--- config.mk ---
export PLATFORM = sky130hd
export DESIGN_NAME = flex_lane_fifo
export DESIGN_NICKNAME = d
export VERILOG_FILES = /design/src/rtl/flex_lane_fifo.sv
export SDC_FILE = /design/constraint.sdc
export NUM_CORES = 2
export LEC_CHECK = 0
export CORE_MARGIN = 4
export CORE_UTILIZATION = 40
export CTS_CLUSTER_DIAMETER = 50
export DETAILED_ROUTE_END_ITERATION = 7
export HOLD_SLACK_MARGIN = 0.1
export MAX_ROUTING_LAYER = met4
export SYNTH_ARGS = -nofsm -noshare
export SYNTH_HDL_FRONTEND = slang
export SYNTH_SLANG_ARGS = --single-unit
--- constraint.sdc ---
create_clock -name CLK -period 14.8 [get_ports CLK]
set_input_delay 1.48 -clock CLK [delete_from_list [all_inputs] [get_ports CLK]]
set_output_delay 1.48 -clock CLK [all_outputs]
set_load 0.02 [all_outputs]
--- src/rtl/flex_lane_fifo.sv ---
// Multi-lane FIFO: up to LANES elements pushed and popped per cycle, with a
// first-word-fall-through head window, occupancy thresholds and sticky error flags.
module flex_lane_fifo #(
  parameter int DEPTH     = 16,
  parameter int LANES     = 4,
  parameter int DW        = 32,
  parameter int AFULL_TH  = DEPTH - LANES,
  parameter int AEMPTY_TH = LANES
) (
  input  logic                       CLK,
  input  logic                       RST,
  input  logic                       flush,
  input  logic [$clog2(LANES):0]     push_cnt,
  input  logic [LANES*DW-1:0]        dat_in,
  input  logic [$clog2(LANES):0]     pop_cnt,
  output logic [LANES*DW-1:0]        dat_out,
  output logic [LANES-1:0]           out_vld,
  output logic [$clog2(DEPTH):0]     ocp,
  output logic                       is_full,
  output logic                       is_empty,
  output logic                       almost_full,
  output logic                       almost_empty,
  output logic                       push_ok,
  output logic                       pop_ok,
  output logic                       ovf_err,
  output logic                       udf_err
);

  localparam int PW = $clog2(DEPTH);
  localparam int OW = PW + 1;
  localparam int CW = $clog2(LANES) + 1;

  localparam logic [OW-1:0] DEPTH_O = OW'(DEPTH);
  localparam logic [OW-1:0] AF_O    = OW'(AFULL_TH);
  localparam logic [OW-1:0] AE_O    = OW'(AEMPTY_TH);
  localparam logic [CW-1:0] LANES_C = CW'(LANES);

  logic [DW-1:0]  mem [DEPTH];
  logic [PW-1:0]  rd_ptr;
  logic [PW-1:0]  wr_ptr;
  logic [OW-1:0]  free_cnt;
  logic [OW-1:0]  push_add;
  logic [OW-1:0]  pop_sub;

  // Free space is taken before this cycle's pop, so a full FIFO never accepts
  // a push even when a pop is draining it in the same cycle.
  assign free_cnt = DEPTH_O - ocp;
  assign push_ok  = !flush && (push_cnt <= LANES_C) && (OW'(push_cnt) <= free_cnt);
  assign pop_ok   = !flush && (pop_cnt <= LANES_C) && (OW'(pop_cnt) <= ocp);
  assign push_add = push_ok ? OW'(push_cnt) : '0;
  assign pop_sub  = pop_ok  ? OW'(pop_cnt)  : '0;

  assign is_full      = (ocp == DEPTH_O);
  assign is_empty     = (ocp == '0);
  assign almost_full  = (ocp >= AF_O);
  assign almost_empty = (ocp <= AE_O);

  // NOTE: sequential state uses non-blocking (<=) so every register samples
  // the pre-edge values of its peers; blocking here would create order races.
  always_ff @(posedge CLK) begin
    if (RST || flush) begin
      rd_ptr  <= '0;
      wr_ptr  <= '0;
      ocp     <= '0;
      ovf_err <= 1'b0;
      udf_err <= 1'b0;
    end else begin
      wr_ptr  <= wr_ptr + PW'(push_add);
      rd_ptr  <= rd_ptr + PW'(pop_sub);
      ocp     <= ocp + push_add - pop_sub;
      ovf_err <= ovf_err | ((push_cnt != '0) && !push_ok);
      udf_err <= udf_err | ((pop_cnt  != '0) && !pop_ok);
    end
  end

  // NOTE: the storage array is deliberately left out of reset; occupancy and
  // pointers define validity, and a resettable array costs a flop per bit.
  always_ff @(posedge CLK) begin
    for (int j = 0; j < LANES; j++) begin
      if (!RST && push_ok && (j < int'(push_cnt)))
        mem[wr_ptr + PW'(j)] <= dat_in[j*DW +: DW];
    end
  end

  // NOTE: every output of an always_comb gets a default first so no path
  // leaves it unassigned, which would otherwise infer a latch.
  always_comb begin
    dat_out = '0;
    out_vld = '0;
    for (int i = 0; i < LANES; i++) begin
      dat_out[i*DW +: DW] = mem[rd_ptr + PW'(i)];
      out_vld[i]          = (ocp > OW'(i));
    end
  end

endmodule

Word-level counts from Yosys, hierarchy flattened
Memories as Yosys holds them, arrays and structs flattened. A register that Yosys moved wholly into a read port is not among the register bits.
Cells that the tools add are included.
- equality and inequality tests: 1
- bitwise logic cells: 2
- reductions and logical operators: 19
- add/subtract/negate cells: 11
- muxes and demuxes: 11
- $lt $le $gt $ge: 14
- operator list (cell ; number):
    $add 4x2->4 const B ; 4
    $logic_and 1x1->1 ; 11
    $gt 5x1->1 const B ; 2
    $gt 5x2->1 const B ; 2
    $le 3x5->1 ; 2
    $add 4x1->4 const B ; 2
    $add 4x3->4 ; 2
    $mux 1 ; 8
    $le 3x3->1 const B ; 2
    $lt 1x3->1 const A ; 2
    $lt 2x3->1 const A ; 2
    $mux 3 ; 2
    $reduce_bool 3->1 ; 2
    $add 5x3->5 ; 1
    $eq 5x5->1 const B ; 1
    $ge 5x4->1 const B ; 1
    $le 5x3->1 const B ; 1
    $logic_not 5->1 ; 1
    $sub 5x3->5 ; 1
    $sub 5x5->5 const A ; 1
    $logic_not 1->1 ; 4
    $mux 4 ; 1
    $or 1x1->1 ; 2
    $logic_or 1x1->1 ; 1
- bits in registers: 15
- memory bits (writable): 512
- memories: 1
- output and inout port bits: 145
- memories (memory ; depth ; bits a word ; rd ports ; clocked after memory_dff ; write ports ; RTL line ; RTL):
    mem ; 16 ; 32 ; 4 ; 1 ; 4 ; 38 ; logic [DW-1:0] mem [DEPTH];

Logic depth before layout (Yosys ltp)
- depth in word-level cells: 7
- depth in mapped cells: 19
- gate-level depth less buffers: 17

Worst setup path after synthesis
Ideal clock, no wire load.
- path type: input -> register
- start point: input port push_cnt[2]
- end point: memory mem[2][0] (enable)
- setup slack: 7.403 ns
- arrival time: 6.864 ns
- path buffers: 1
- stages: 7
- setup time: 0.533 ns
- cell sequence: ha_1 > or2_2 > o21ai_1 > nor3_2 > or4_1 > clkbuf_1 > o311ai_0
- RTL lines (item ; RTL line ; RTL):
    start, declared ; 13 ; input logic [$clog2(LANES):0] push_cnt,
    end, declared ; 38 ;

==> reports/results.tsv <==
stage	metric	value	unit
synthesis	post-synthesis xor/xnor area fraction	0.003791	
synthesis	syn nets	4594	
cells_and_area	design area	0.05492	sq mm
clock_tree	clock root buffer	clkbuf_16	
synthesis	EDFF count, synth	512	
global_routing	grt peak-use layer	met2	
global_routing	Global Route met1 Usage	0.4798	
synthesis	#FFs+latches synth	527	
synthesis	main combinational cell family by area after synthesis	multiplexers	
sta	setup violators final	0	
sta	Tmin final	8.224	ns
die	DIE AREA	0.1252	sq mm
synthesis	Netlist cell types	71	
status	violated checks	design-rule violations	
clock_tree	clock sink count	527	
die	FP Rows	126	
die	die width	353.9	um
synthesis	FFs w/ async S/R, synth	0	
cells_and_area	Layout Nets	4484	
setup_path	Worst Setup End Kind	output pin	
die	io pins	282	
sta	period utilization	0.5557	
detailed_routing	Routed WL per cell	42.16	um
sta	Slew HR	0.04221	
cells_and_area	Layout area overhead	14.75	%
synthesis	synth top area cells	edfxtp_1 32%, mux4_2 30%, o21ai_0 5.9%	
power_and_ir_drop	VDD IR max	107.3	uV
synthesis	area share of the largest cell type after synthesis	0.3212	
detailed_routing	Initial DRC Count	10300	
cells_and_area	leading cell type in the layout, fill and taps excluded	mux4_2	
global_routing	Overflow after GRT	0	
die	Chip Height	353.9	um
place	GPL Wtd Cong	1.058	
synthesis	Synth area leader	edfxtp_1	
synthesis	Mapped Cells	4421	
sta	setup TNS	0	ns
detailed_routing	vias per cell	7.994	
detailed_routing	Total Routed Length	253500	um
clock_tree	Clock Path Buffers	3	
synthesis	Synth Area in Adders	0.01040	
global_routing	vias in the first global route	45290	
min_path	worst min path class	reg -> reg	
sta	final hold vios	0	
synthesis	complex-gate fraction of the synthesized area	0.1971	
clock_tree	# Post-CTS Setup Buffers	0	
synthesis	mux share of post-synthesis cell area	0.3168	
detailed_routing	Vias	48070	
cells_and_area	layout cells sized above 1	0.2368	
global_routing	first-pass GRT wire length	350600	um
cells_and_area	most frequent cells in the layout	640 x mux4_2, 561 x o21ai_0, 512 x edfxtp_1	
synthesis	simple-gate share of the synthesized area	0.08862	
power_and_ir_drop	Leak Pwr	0.01667	uW
synthesis	Cell Area, Synth	0.04786	sq mm
global_routing	M2 GR Usage	0.5325	
synthesis	sequential fraction of the synthesis area	0.3275	
clock_tree	clock slew at reported path FFs	0.06	ns
setup_path	WP data required	13.32	ns
sta	fmax	121.6	MHz
global_routing	gr usage total	0.4035	
setup_path	WP data arrival	6.74	ns
sta	skew final	0.02029	ns
synthesis	Mean Syn Cell Area	10.83	sq um
sta	Hold Slack	0.4654	ns
sta	Slew Viols, Final	0	
place	post-DP HPWL	149200	um
detailed_routing	antenna-violating nets left	0	
sta	RSZ-0062 raised after global routing	no	
power_and_ir_drop	Power Density	99.96	mW/mm^2
clock_tree	CTS tree	done	
detailed_routing	detailed-route DRC error count	21	
sta	Worst-Margin Slew	1.436	ns
synthesis	yosys warns	0	
cells_and_area	filler cell count	10580	
setup_path	kind of critical path	reg -> out	
global_routing	GR Layer Usage met3	0.2063	
place	Area after DPL	0.05200	sq mm
setup_path	worst-path fanout max	61	
status	status	finished, violations left	
global_routing	antenna violations before repair	26	
clock_tree	CTS Hold Bufs	0	
clock_tree	H-tree depth reported by CTS	3	
global_routing	largest net degree at the start of global routing	141	
clock_tree	post-cts sizing count	0	
flow_run	maxcap violations	0	
synthesis	Synth Flop Type	edfxtp_1	
setup_path	startpoint types	register	
detailed_routing	drt pass-1 iters	8	
clock_tree	clock latency on the worst-skew pair	0.69	ns
clock_tree	CTS buffer count	85	
die	Initial Utilization	0.4042	
die	core area	0.1184	sq mm
cells_and_area	fin util	0.4639	
place	Port-buffer cells	281	
synth_stat cells, drive strengths merged, types with 11 or more instances:
library cell / number
o21ai: 643
mux4: 640
edfxtp: 512
nand2: 507
clkbuf: 479
nor2: 226
a221oi: 220
buf: 149
a211oi: 136
o22ai: 117
a21oi: 107
mux2i: 75
nor3: 74
o31ai: 71
o41ai: 64
and2: 60
inv: 49
nor2b: 37
a21o: 35
a31oi: 33
ha: 31
or2: 16
dfxtp: 15
nand3: 15
xnor2: 12
nand4: 11
where the power goes:
| group | internal (uW) | total [uW] | switching [uW] | leakage (uW) |
|---|---|---|---|---|
| Sequential | 1680 | 1730 | 48.5 | 0.00474 |
| Combinational | 673 | 1680 | 1010 | 0.0106 |
| Clock | 1230 | 2070 | 843 | 0.00136 |
stage by stage:
step / total power, uW / cells / setup WS [ns]
floorplan: 2744 / 4421 / 7.403
CTS: 5416 / 5980 / 6.507
finish: 5490 / 6013 / 6.576
global placement: 3375 / 5824 / 7.349
global route: 5600 / 6006 / 6.001
detailed placement: 3387 / 5824 / 7.203
layer usage:
metal  wire length (um)  share of wire
met1              82400           0.33
met2             101400           0.40
met3              47520           0.19
met4              22160          0.087
met5                  0              0
worst max-delay path: stages, from the launching register on:
cell and delay, ns:
dfxtp_4 0.94, buf_4 0.90, buf_4 0.77, buf_4 0.85, buf_4 0.76, mux4_2 0.60, mux4_2 0.51, clkdlybuf4s50_1 0.57
cells by family after synthesis:
kind of cell	count (synthesis)
buf+inv	677
fa+ha+maj	37
mux	715
flops	527
compound gates	1467
xor+xnor	19
simple gates	979
final timing paths:
path / start / endpoint / slack [ns] / cells after the start
worst max-delay path: rd_ptr[0] / dat_out[8] / 6.58 / 7
worst min-delay path: udf_err / udf_err / 0.47 / 1
worst max register to register: ocp[0] / mem[12][30] / 7.95 / 10
worst min register to register: udf_err / udf_err / 0.47 / 1
flip-flops by register name (all words and copies together), names as in the netlist:
register,cells
mem,512
wr_ptr,4
ovf_err,1
ocp,5
udf_err,1
rd_ptr,4
final cells by class:
type                            instances  area, sq um  area share
Clock inverter                         57        615.6     0.01121
Sequential cell                       527        15690      0.2856
Timing Repair Buffer                  431         3951     0.07194
Clock buffer                           99         2222     0.04046
Tap cell                             1600         2002     0.03645
Multi-Input combinational cell       3217        30180      0.5494
Inverter                               49        183.9    0.003349
Antenna cell                           33        82.58    0.001504
No activity file was read; power rests on OpenSTA's default activity.
